`src/rtl/ps2_rx_frame.sv`:
```
// rtl/ps2_rx_frame.sv - PS/2 device-to-host frame receiver (optional PS2_RX_GLITCH_FILTER_EN kclk filter)
module ps2_rx_frame #(
  parameter int SYNC_STAGES    = 2,
  parameter int TIMEOUT_CYCLES = 2000,
  parameter int FILTER_LEN     = 8
) (
  input  logic       clk_i,
  input  logic       rst_i,
  input  logic       kclk_i,
  input  logic       kdata_i,
  output logic [7:0] keycode_o,
  output logic       keycode_valid_o,
  output logic       parity_err_o,
  output logic       frame_err_o
);

  localparam int TW = $clog2(TIMEOUT_CYCLES + 1);

  typedef enum logic [1:0] {
    S_IDLE   = 2'd0,
    S_DATA   = 2'd1,
    S_PARITY = 2'd2,
    S_STOP   = 2'd3
  } state_t;

  logic [SYNC_STAGES-1:0] kclk_sync_q;
  logic [SYNC_STAGES-1:0] kdata_sync_q;
  logic                   ks;
  logic                   ks_q;
  logic                   kd;
  logic                   fall;

  // Pin synchronizers; preset high so the idle bus produces no false fall after reset
  always_ff @(posedge clk_i) begin
    if (rst_i) begin
      kclk_sync_q  <= '1;
      kdata_sync_q <= '1;
    end else begin
      kclk_sync_q  <= {kclk_sync_q[SYNC_STAGES-2:0], kclk_i};
      kdata_sync_q <= {kdata_sync_q[SYNC_STAGES-2:0], kdata_i};
    end
  end

`ifdef PS2_RX_GLITCH_FILTER_EN
  localparam int FW = $clog2(FILTER_LEN + 1);
  logic [FW-1:0] flt_cnt_q;
  logic          ks_flt_q;

  // kclk only changes level after holding the new value FILTER_LEN consecutive cycles
  always_ff @(posedge clk_i) begin
    if (rst_i) begin
      flt_cnt_q <= '0;
      ks_flt_q  <= 1'b1;
    end else if (kclk_sync_q[SYNC_STAGES-1] != ks_flt_q) begin
      if (flt_cnt_q == FW'(FILTER_LEN - 1)) begin
        ks_flt_q  <= kclk_sync_q[SYNC_STAGES-1];
        flt_cnt_q <= '0;
      end else begin
        flt_cnt_q <= flt_cnt_q + FW'(1);
      end
    end else begin
      flt_cnt_q <= '0;
    end
  end

  assign ks = ks_flt_q;
`else
  assign ks = kclk_sync_q[SYNC_STAGES-1];
`endif

  assign kd   = kdata_sync_q[SYNC_STAGES-1];
  assign fall = ks_q & ~ks;

  state_t        state_q, state_d;
  logic [2:0]    bitcnt_q, bitcnt_d;
  logic [7:0]    shreg_q, shreg_d;
  logic          par_q, par_d;
  logic [TW-1:0] tcnt_q, tcnt_d;
  logic [7:0]    keycode_q, keycode_d;
  logic          valid_q, valid_d;
  logic          perr_q, perr_d;
  logic          ferr_q, ferr_d;
  logic          timeout;

  assign timeout = (state_q != S_IDLE) && (tcnt_q == TW'(TIMEOUT_CYCLES - 1));

  // Deframing FSM and stall timeout; a kclk fall always takes priority over timeout
  always_comb begin
    state_d   = state_q;
    bitcnt_d  = bitcnt_q;
    shreg_d   = shreg_q;
    par_d     = par_q;
    keycode_d = keycode_q;
    valid_d   = 1'b0;
    perr_d    = 1'b0;
    ferr_d    = 1'b0;
    tcnt_d    = (state_q == S_IDLE) ? '0 : tcnt_q + TW'(1);
    if (fall) begin
      tcnt_d = '0;
      case (state_q)
        S_IDLE: begin
          if (!kd) begin
            state_d  = S_DATA;
            bitcnt_d = 3'd0;
          end
        end
        S_DATA: begin
          shreg_d  = {kd, shreg_q[7:1]};
          bitcnt_d = bitcnt_q + 3'd1;
          if (bitcnt_q == 3'd7) state_d = S_PARITY;
        end
        S_PARITY: begin
          par_d   = kd;
          state_d = S_STOP;
        end
        S_STOP: begin
          if (kd && (^{shreg_q, par_q})) begin
            keycode_d = shreg_q;
            valid_d   = 1'b1;
          end else if (!kd) begin
            ferr_d = 1'b1;
          end else begin
            perr_d = 1'b1;
          end
          state_d = S_IDLE;
        end
        default: state_d = S_IDLE;
      endcase
    end else if (timeout) begin
      ferr_d  = 1'b1;
      state_d = S_IDLE;
      tcnt_d  = '0;
    end
  end

  // State, datapath and registered strobes
  always_ff @(posedge clk_i) begin
    if (rst_i) begin
      ks_q      <= 1'b1;
      state_q   <= S_IDLE;
      bitcnt_q  <= 3'd0;
      shreg_q   <= 8'h00;
      par_q     <= 1'b0;
      tcnt_q    <= '0;
      keycode_q <= 8'h00;
      valid_q   <= 1'b0;
      perr_q    <= 1'b0;
      ferr_q    <= 1'b0;
    end else begin
      ks_q      <= ks;
      state_q   <= state_d;
      bitcnt_q  <= bitcnt_d;
      shreg_q   <= shreg_d;
      par_q     <= par_d;
      tcnt_q    <= tcnt_d;
      keycode_q <= keycode_d;
      valid_q   <= valid_d;
      perr_q    <= perr_d;
      ferr_q    <= ferr_d;
    end
  end

  assign keycode_o       = keycode_q;
  assign keycode_valid_o = valid_q;
  assign parity_err_o    = perr_q;
  assign frame_err_o     = ferr_q;

endmodule

```
`config.mk`:
```
export PLATFORM = sky130hd
export DESIGN_NAME = ps2_rx_frame
export DESIGN_NICKNAME = d
export VERILOG_FILES = /design/src/rtl/ps2_rx_frame.sv
export SDC_FILE = /design/constraint.sdc
export NUM_CORES = 1
export LEC_CHECK = 0
export BUFFER_PORTS_ARGS = -buffer_cell sky130_fd_sc_hd__buf_2
export CORE_MARGIN = 4
export CORE_UTILIZATION = 35
export CTS_BUF_LIST = sky130_fd_sc_hd__clkbuf_4 sky130_fd_sc_hd__clkbuf_8
export DETAILED_ROUTE_END_ITERATION = 10
export GPL_ROUTABILITY_DRIVEN = 0
export PLACE_DENSITY = 0.51
export SKIP_LAST_GASP = 1
export SLEW_MARGIN = 5
export SYNTH_ARGS = -nofsm -noshare
export SYNTH_HDL_FRONTEND = slang
export SYNTH_SLANG_ARGS = --single-unit
```
`constraint.sdc`:
```
create_clock -name clk_i -period 1.8 [get_ports clk_i]
set_input_delay 0.18 -clock clk_i [delete_from_list [all_inputs] [get_ports clk_i]]
set_output_delay 0.18 -clock clk_i [all_outputs]
set_load 0.01 [all_outputs]
```
Yosys cells after proc, flatten, opt, wreduce, memory -nomap -nowiden
Index checks and enable logic that the tools add are counted.
{"block": "word_totals", "ff_bits": 41, "input_bits": 4, "out_inout_bits": 11, "wordCells": 55}
{"block": "op_classes", "n_addsub": 2, "eq_ne": 8, "muxes": 14, "bitwise_logic": 4, "n_reduce_logical": 15}
{"operator": "adder 11 x 1 -> 11 bit (second input constant)", "n": 1}
{"operator": "equality test 11 bit (second input constant)", "n": 1}
{"operator": "AND reduction 3 bit", "n": 3}
{"operator": "XOR reduction 9 bit", "n": 1}
{"operator": "two-way mux 2 bit", "n": 4}
{"operator": "case mux 2 bit (4 select lines)", "n": 1}
{"operator": "OR reduction 4 bit", "n": 2}
{"operator": "two-way mux 1 bit", "n": 7}
{"operator": "inequality test 3 bit (second input constant)", "n": 2}
{"operator": "case mux 3 bit (2 select lines)", "n": 1}
{"operator": "nonzero test 2 bit", "n": 3}
{"operator": "equality test 2 bit (second input constant)", "n": 2}
{"operator": "AND reduction 2 bit", "n": 2}
{"operator": "adder 3 x 1 -> 3 bit (second input constant)", "n": 1}
{"operator": "equality test 3 bit (second input constant)", "n": 1}
{"operator": "two-way mux 3 bit", "n": 1}
{"operator": "NOT 1 bit", "n": 3}
{"operator": "OR reduction 3 bit", "n": 1}
{"operator": "equality test 2 x 1 -> 1 bit (second input constant)", "n": 1}
{"operator": "logical AND 1 bit", "n": 2}
{"operator": "logical NOT 2 bit", "n": 1}
{"operator": "inequality test 2 bit (second input constant)", "n": 1}
{"operator": "AND 1 bit", "n": 1}

Longest topological paths before layout
Gate-level depths: netlist of run 1.
{"block": "depth", "word_depth": 5, "ltp_mapped": 7, "ltp_nobuf": 6}

Least setup slack after synthesis of run 1
OpenSTA, ideal clock, no wires.
{"block": "synth_timing", "path_kind": "flip-flop to flip-flop", "from": "register shreg_q[4]", "to": "register valid_q, in the netlist keycode_valid_o", "setup_ns": 0.122, "arrival_time_ns": 1.509, "required_time_ns": 1.678, "slack_ns": 0.169, "path_stages_with_launch": 6, "path_buffers": 1, "period_less_slack_ns": 1.631, "path_cell_list": "dfxtp_1 -> xor2_1 -> xnor3_1 -> mux2_4 -> buf_6 -> nor2b_1"}
{"block": "synth_between", "elab_chain_len": 3}
{"element": "from (decl)", "line": "76", "text": "logic [7:0] shreg_q, shreg_d;"}
{"element": "from (signal assigned)", "line": "153", "text": "shreg_q <= shreg_d;"}
{"element": "XOR reduction 9 bit", "line": "117", "text": "if (kd && (^{shreg_q, par_q})) begin"}
{"element": "logical AND 1 bit", "line": "117"}
{"element": "two-way mux 1 bit", "line": "117"}
{"element": "to (signal assigned)", "line": "157", "text": "valid_q <= valid_d;"}
{"element": "to (decl)", "line": "80", "text": "logic valid_q, valid_d;"}
Every way passes these cells.
A chain may end at the register's enable or synchronous reset.

Worst setup path in the final report of run 1
{"block": "layout_timing", "from": "register shreg_q[4]", "to": "register keycode_q[0], in the netlist keycode_o[0]"}
{"block": "layout_between", "elab_chain_len": 3}
{"element": "XOR reduction 9 bit", "line": "117"}
{"element": "logical AND 1 bit", "line": "117"}
{"element": "AND reduction 3 bit (no line)"}
{"element": "to (signal assigned)", "line": "156", "text": "keycode_q <= keycode_d;"}
{"element": "to (decl)", "line": "79", "text": "logic [7:0] keycode_q, keycode_d;"}
Every way passes these cells.

==> run metrics, run 1 <==
MaxCap Viol Count 0; hold violation total from the final report 0; initial cell density of the core 37.0%; footprint of the flip-flops and latches 821 um^2; clock tree from TritonCTS built; commonest cells after routing, fill and taps aside sky130_fd_sc_hd__dfxtp_1, sky130_fd_sc_hd__nor2_1, sky130_fd_sc_hd__mux2i_1; standard cell with the maximum stage delay on the critical path sky130_fd_sc_hd__xnor3_1; gr ovfl total 0; Post-DP HPWL 2170 um; number of buffers inserted by port buffering 14; total routed wirelength 3050 um; commonest non-fill, non-tap cell in the layout sky130_fd_sc_hd__dfxtp_1; global-route wire length before repair 5670 um; Power, Total 0.00172 W; number of antenna violations at the first check in global routing 0; number of vias in the routed layout 1,220; area of the core 4820 um^2; VDD IR-drop max 576 uV; Distinct cells, synth 33; leading cell types by total area after synthesis sky130_fd_sc_hd__dfxtp_1, sky130_fd_sc_hd__mux2i_1, sky130_fd_sc_hd__nand2b_1; residual DRC count 0; root buf cell sky130_fd_sc_hd__clkbuf_8; Hold-fix buffers, CTS 0; count of buffers added by post-CTS timing repair for setup 0; fmax 601 MHz; data required time of the critical path 1970 ps; share of cells above drive strength 1 17.0%; Vert. Die Dim 79.4 um; ANT cells 0; Via-to-Cell Ratio 4.57; CTS sink count 41; critical path start-end classification reg -> reg; filler instances 475; unrepaired setup endpoints after global routing no; Post-Route Skew 7.04 ps; final max-slew violation count 0; x dimension of the die 79.4 um; CP Launch Type flip-flop; I/O pins 15; number of nets with antenna violations after detailed routing 0; Slew headroom 77.3%; pin count of the biggest net entering global routing 22; average size of a mapped cell 9.91 um^2; instance count of the mapped netlist 180; family with the most delay on the worst path XOR/XNOR gates; count of placed standard cells including taps 259; count of buffer and inverter cells on the critical path 0; transition at the pin with the smallest max-transition slack 340 ps; list of cells traversed by the critical path xor2_1 -> xnor3_1 -> mux2_4 -> mux2i_1; largest fanout on the critical path 9; later-pin clock latency in the skew report 290 ps; Mapped Nets 191; post-layout instance count excluding filler cells 267; worst min path class in -> reg; detailed-route wire length per cell 11.4 um; Leak Pwr 0.842 nW; cell type with the largest total area after synthesis sky130_fd_sc_hd__dfxtp_1; portion of synthesized cell area occupied by the leading cell type 46.0%; overall track demand over capacity in global routing 11.3%; nets@finish 210; minimum clock period after layout 1670 ps; count of TritonRoute iterations in the first routing pass 3; multi-input logic area 921 um^2; post_cts resized 0; total die area 6300 um^2; Finished Core Util 42.7%; Reg clk slew, reported paths 80 ps; area of the mapped netlist 1780 um^2; Max Root-Sink Buffers 2; arrival time reported for the critical path endpoint 1840 ps; Detailed Route Iter0 Violations 54; run status finished, final reports clean; vias in the first global route 1,291; critical path capture point type flip-flop; Seq cells post-synth 41; total number of placement rows 25; number of CTS-inserted buffers 5; largest stage delay on the critical path 450 ps; Final TNS setup 0 ps; CTS H-tree depth 2; count of warnings emitted by yosys 0; total power divided by cell area 836 nW/um^2; Synth-to-Final Area Change 15.4%; final setup violating endpoints 0; sequential element share of the synthesized area 46.0%; ratio of final minimum period to clock period 92.5%
[power by group]
part / total (W) / internal, W / switching, W
logic: 0.0000303 / 0.0000142 / 0.0000160
clock network: 0.000774 / 0.000467 / 0.000306
registers: 0.000915 / 0.000911 / 0.00000381
total: 0.00172 / 0.00139 / 0.000326
[sequential cells by signal, indices dropped and copies added (netlist names)]
register and flops:
keycode_o 8, shreg_q 8, state_q 2, ks_q 1, kclk_sync_q 2, frame_err_o 1
kdata_sync_q 2, tcnt_q 11, bitcnt_q 3, par_q 1, keycode_valid_o 1, parity_err_o 1
[metrics by stage]
step	instance area, um^2	setup WS, ps	hold WS (ps)
final	2060	135	70.5
after CTS	2060	113	62.3
after global placement	1940	173	365
after floorplan	1780	169	284
after global routing	2060	16.8	69.5
after detailed placement	1940	133	367
[cells in the mapped netlist]
master	instances
sky130_fd_sc_hd__dfxtp_1	41
sky130_fd_sc_hd__nor2_1	24
sky130_fd_sc_hd__mux2i_1	17
sky130_fd_sc_hd__nand2b_1	16
sky130_fd_sc_hd__nand2_1	8
sky130_fd_sc_hd__ha_1	7
sky130_fd_sc_hd__xnor2_1	7
sky130_fd_sc_hd__xor2_1	6
sky130_fd_sc_hd__a21oi_1	5
sky130_fd_sc_hd__clkbuf_1	5
sky130_fd_sc_hd__or2_2	5
sky130_fd_sc_hd__and3_1	3
sky130_fd_sc_hd__inv_1	3
sky130_fd_sc_hd__nand3_1	3
sky130_fd_sc_hd__nand4_1	3
sky130_fd_sc_hd__nor2b_1	3
sky130_fd_sc_hd__nor3_1	3
sky130_fd_sc_hd__o21ai_0	3
sky130_fd_sc_hd__a22oi_1	2
sky130_fd_sc_hd__nor3b_1	2
sky130_fd_sc_hd__xnor3_1	2
sky130_fd_sc_hd__and4_1	1
sky130_fd_sc_hd__buf_6	1
sky130_fd_sc_hd__mux2_4	1
sky130_fd_sc_hd__nand3b_1	1
sky130_fd_sc_hd__nand4b_1	1
sky130_fd_sc_hd__nor4_1	1
sky130_fd_sc_hd__o211ai_1	1
sky130_fd_sc_hd__o221a_2	1
sky130_fd_sc_hd__o22ai_1	1
sky130_fd_sc_hd__o31a_1	1
sky130_fd_sc_hd__or2b_1	1
sky130_fd_sc_hd__or3b_2	1
[metal layers]
metal | track usage [%] | share of wire, %
met1 | 14.8 | 52
met2 | 17.2 | 42
met3 | 3.50 | 3.7
met4 | 4.64 | 2.0
met5 | 0 | 0
[path summary, 6_finish.rpt]
check / from / endpoint / slack (ps) / cells past startpoint
worst max-delay path: shreg_q[4] / keycode_o[0] / 130 / 4
worst min-delay path: kclk_i / kclk_sync_q[0] / 70 / 2
worst max register to register: shreg_q[4] / keycode_o[0] / 130 / 4
worst min register to register: kclk_sync_q[0] / kclk_sync_q[1] / 410 / 1
[cell families after synthesis]
group	after synthesis	share of synthesized area, %
AO/OA/AOI/OAI	14	4.98
XOR/XNOR	15	8.91
buffers and inverters	9	2.32
flip-flops	41	46.0
AND/OR/NAND/NOR	76	22.5
adder cells (fa/ha/maj)	7	4.91
multiplexers	18	10.4
[final cells by class]
class	count	area share, %
clock buffer	7	4.38
clock inverter	1	1.46
inverter	3	0.547
multi-input combinational	130	44.8
sequential	41	39.9
tap	67	4.08
timing repair buffer	18	4.87
Power figures use the tool's default switching activity.
==> run 2, diff against run 1 <==
--- a/config.mk
+++ b/config.mk
@@ -9,5 +9,5 @@
 export CORE_MARGIN = 4
 export CORE_UTILIZATION = 35
-export CTS_BUF_LIST = sky130_fd_sc_hd__clkbuf_4 sky130_fd_sc_hd__clkbuf_8
+export CTS_BUF_LIST = sky130_fd_sc_hd__clkbuf_2
 export DETAILED_ROUTE_END_ITERATION = 10
 export GPL_ROUTABILITY_DRIVEN = 0
==> constraint.sdc (replaced) <==
create_clock -name clk_i -period 1.8 [get_ports clk_i]
set_input_delay 0.36 -clock clk_i [delete_from_list [all_inputs] [get_ports clk_i]]
set_output_delay 0.36 -clock clk_i [all_outputs]
set_load 0.01 [all_outputs]
==> run 2 against run 1 <==
Against the previous run: power is 23% lower; cell area is 3.3% lower; fmax fell by 1.2%; critical path type unchanged; critical endpoint is now keycode_valid_o; largest cell class unchanged.
==> run metrics, run 2 (synthesized netlist as in run 1, its figures left out) <==
ratio of final minimum period to clock period 93.6% (was 92.5%); critical path capture point type flip-flop (unchanged); Synth-to-Final Area Change 11.5% (was 15.4%); capturing point of the worst reg2reg path keycode_valid_o (was keycode_o[0]); number of antenna violations at the first check in global routing 0 (unchanged); number of vias in the routed layout 1,212 (was 1,220); Hold-fix buffers, CTS 0 (unchanged); Cells on Worst Hold Path 2 (unchanged); root buf cell sky130_fd_sc_hd__clkbuf_2 (was sky130_fd_sc_hd__clkbuf_8); CTS sink count 41 (unchanged); initial cell density of the core 37.0% (unchanged); minimum clock period after layout 1690 ps (was 1670 ps); unrepaired setup endpoints after global routing no (unchanged); Via-to-Cell Ratio 4.56 (was 4.57); Max Root-Sink Buffers 2 (unchanged); reg2reg start shreg_q[4] (unchanged); global routing met1 resource utilization 14.8% (about the same); detailed-route wire length per cell 11.7 um (was 11.4 um); final max-slew violation count 0 (unchanged); GR peak layer met2 (unchanged); Setup WS post-layout 114 ps (was 135 ps); x dimension of the die 79.4 um (unchanged); area of the core 4820 um^2 (unchanged); largest fanout on the critical path 9 (unchanged); count of TritonRoute iterations in the first routing pass 4 (was 3); commonest non-fill, non-tap cell in the layout sky130_fd_sc_hd__dfxtp_1 (unchanged); VDD IR-drop max 363 uV (was 576 uV); pin count of the biggest net entering global routing 39 (was 22); post-layout instance count excluding filler cells 266 (was 267); max reg flops 11 (unchanged); worst min path class in -> reg (unchanged); residual DRC count 0 (unchanged); fmax 593 MHz (was 601 MHz); CTS H-tree depth 2 (unchanged); Post-DP HPWL 2220 um (was 2170 um); transition at the pin with the smallest max-transition slack 282 ps (was 340 ps); count of cells along the worst register-to-register path 4 (unchanged); Leak Pwr 0.808 nW (was 0.842 nW); vias in the first global route 1,248 (was 1,291); worst hold slack across all endpoints 131 ps (was 70.5 ps); later-pin clock latency in the skew report 390 ps (was 290 ps); routing usage on met2 16.8% (was 17.2%); critical path start-end classification reg -> reg (unchanged); Vert. Die Dim 79.4 um (unchanged); Detailed Route Iter0 Violations 32 (was 54); Setup WS pre-CTS 119 ps (was 133 ps); Hold Path End kdata_sync_q[0] (was kclk_sync_q[0]); hold violation total from the final report 0 (unchanged); share of cells above drive strength 1 16.6% (was 17.0%); I/O pins 15 (unchanged); Slew headroom 81.1% (was 77.3%); start point of the worst hold path kdata_i (was kclk_i); run status finished, final reports clean (unchanged); ANT cells 0 (unchanged); number of buffers inserted by port buffering 14 (unchanged); number of nets with antenna violations after detailed routing 0 (unchanged); number of CTS-inserted buffers 5 (unchanged); Post-Route Skew 25.6 ps (was 7.04 ps); total power divided by cell area 664 nW/um^2 (was 836 nW/um^2); global-route wire length before repair 5660 um (was 5670 um); total routed wirelength 3100 um (was 3050 um); clock tree from TritonCTS built (unchanged); MaxCap Viol Count 0 (unchanged); GR Layer Usage met3 4.06% (was 3.50%); arrival time reported for the critical path endpoint 1990 ps (was 1840 ps); largest register by flop count tcnt_q (unchanged); post_cts resized 0 (unchanged); count of buffers added by post-CTS timing repair for setup 0 (unchanged); Power, Total 0.00132 W (was 0.00172 W); total die area 6300 um^2 (unchanged); overall track demand over capacity in global routing 11.3% (about the same); final setup violating endpoints 0 (unchanged); data required time of the critical path 2110 ps (was 1970 ps); total number of placement rows 25 (unchanged); count of placed standard cells including taps 259 (unchanged); nets@finish 210 (unchanged); setup slack, reg-to-reg 110 ps (was 130 ps); gr ovfl total 0 (unchanged); Final TNS setup 0 ps (unchanged); commonest cells after routing, fill and taps aside sky130_fd_sc_hd__dfxtp_1, sky130_fd_sc_hd__nor2_1, sky130_fd_sc_hd__mux2i_1 (unchanged); CP Launch Type flip-flop (unchanged); Reg clk slew, reported paths 200 ps (was 80 ps)
==> run 2: changes by cell type in the layout (fill, tap and decap cells not counted), sizes merged <==
cell      delta
bufinv       -1
clkbuf       -2
clkinv       +1
clkinvlp     +1
==> run 2: power by group <==
part           total [W]  switching (W)  internal (W)
logic          0.0000342      0.0000169     0.0000173
clock network   0.000368       0.000284     0.0000838
registers       0.000918     0.00000372      0.000914
==> run 2: worst max-delay path, stage by stage (launching register included) <==
cell and delay, ps:
sky130_fd_sc_hd__dfxtp_1 420, sky130_fd_sc_hd__xor2_1 170, sky130_fd_sc_hd__xnor3_1 460, sky130_fd_sc_hd__mux2_4 400, sky130_fd_sc_hd__nor2b_1 150
==> run 2: worst max path at each step <==
| stage | from | depth (start not counted) | slack, ps | end |
|---|---|---|---|---|
| 2_1_floorplan | shreg_q[4] | 5 | 170 | keycode_valid_o |
| 3_3_place_gp | tcnt_q[5] | 4 | 170 | tcnt_q[10] |
| 3_5_place_dp | tcnt_q[5] | 4 | 120 | tcnt_q[3] |
| 4_1_cts | tcnt_q[5] | 4 | 80 | tcnt_q[2] |
| 5_1_grt | shreg_q[4] | 4 | 40 | keycode_o[7] |
| 6_report | shreg_q[4] | 4 | 110 | keycode_valid_o |
==> run 2: metrics by stage <==
| step | instance area (um^2) | utilization (%) |
|---|---|---|
| floorplan | 1780 | - |
| global placement | 1950 | 40.5 |
| detailed placement | 1950 | 40.5 |
| CTS | 1990 | 41.2 |
| global route | 1990 | 41.3 |
| finish | 1990 | 41.3 |
==> run 2: area by class of cell <==
| type | count | area [um^2] |
|---|---|---|
| fill | 502 | 2830 |
| multi-input combinational | 130 | 923 |
| sequential | 41 | 821 |
| timing repair buffer | 18 | 113 |
| tap | 67 | 83.8 |
| clock buffer | 5 | 25.0 |
| clock inverter | 2 | 11.3 |
| inverter | 3 | 11.3 |
==> run 2: per-layer routing <==
| layer | vias to the layer above | routed length (um) | share of wire, % |
|---|---|---|---|
| li1 | 642 | - | - |
| met2 | 15 | 1340 | 43 |
| met4 | 0 | 51 | 1.6 |
| met1 | 549 | 1590 | 51 |
| met5 | - | 0 | 0 |
| met3 | 6 | 121 | 3.9 |
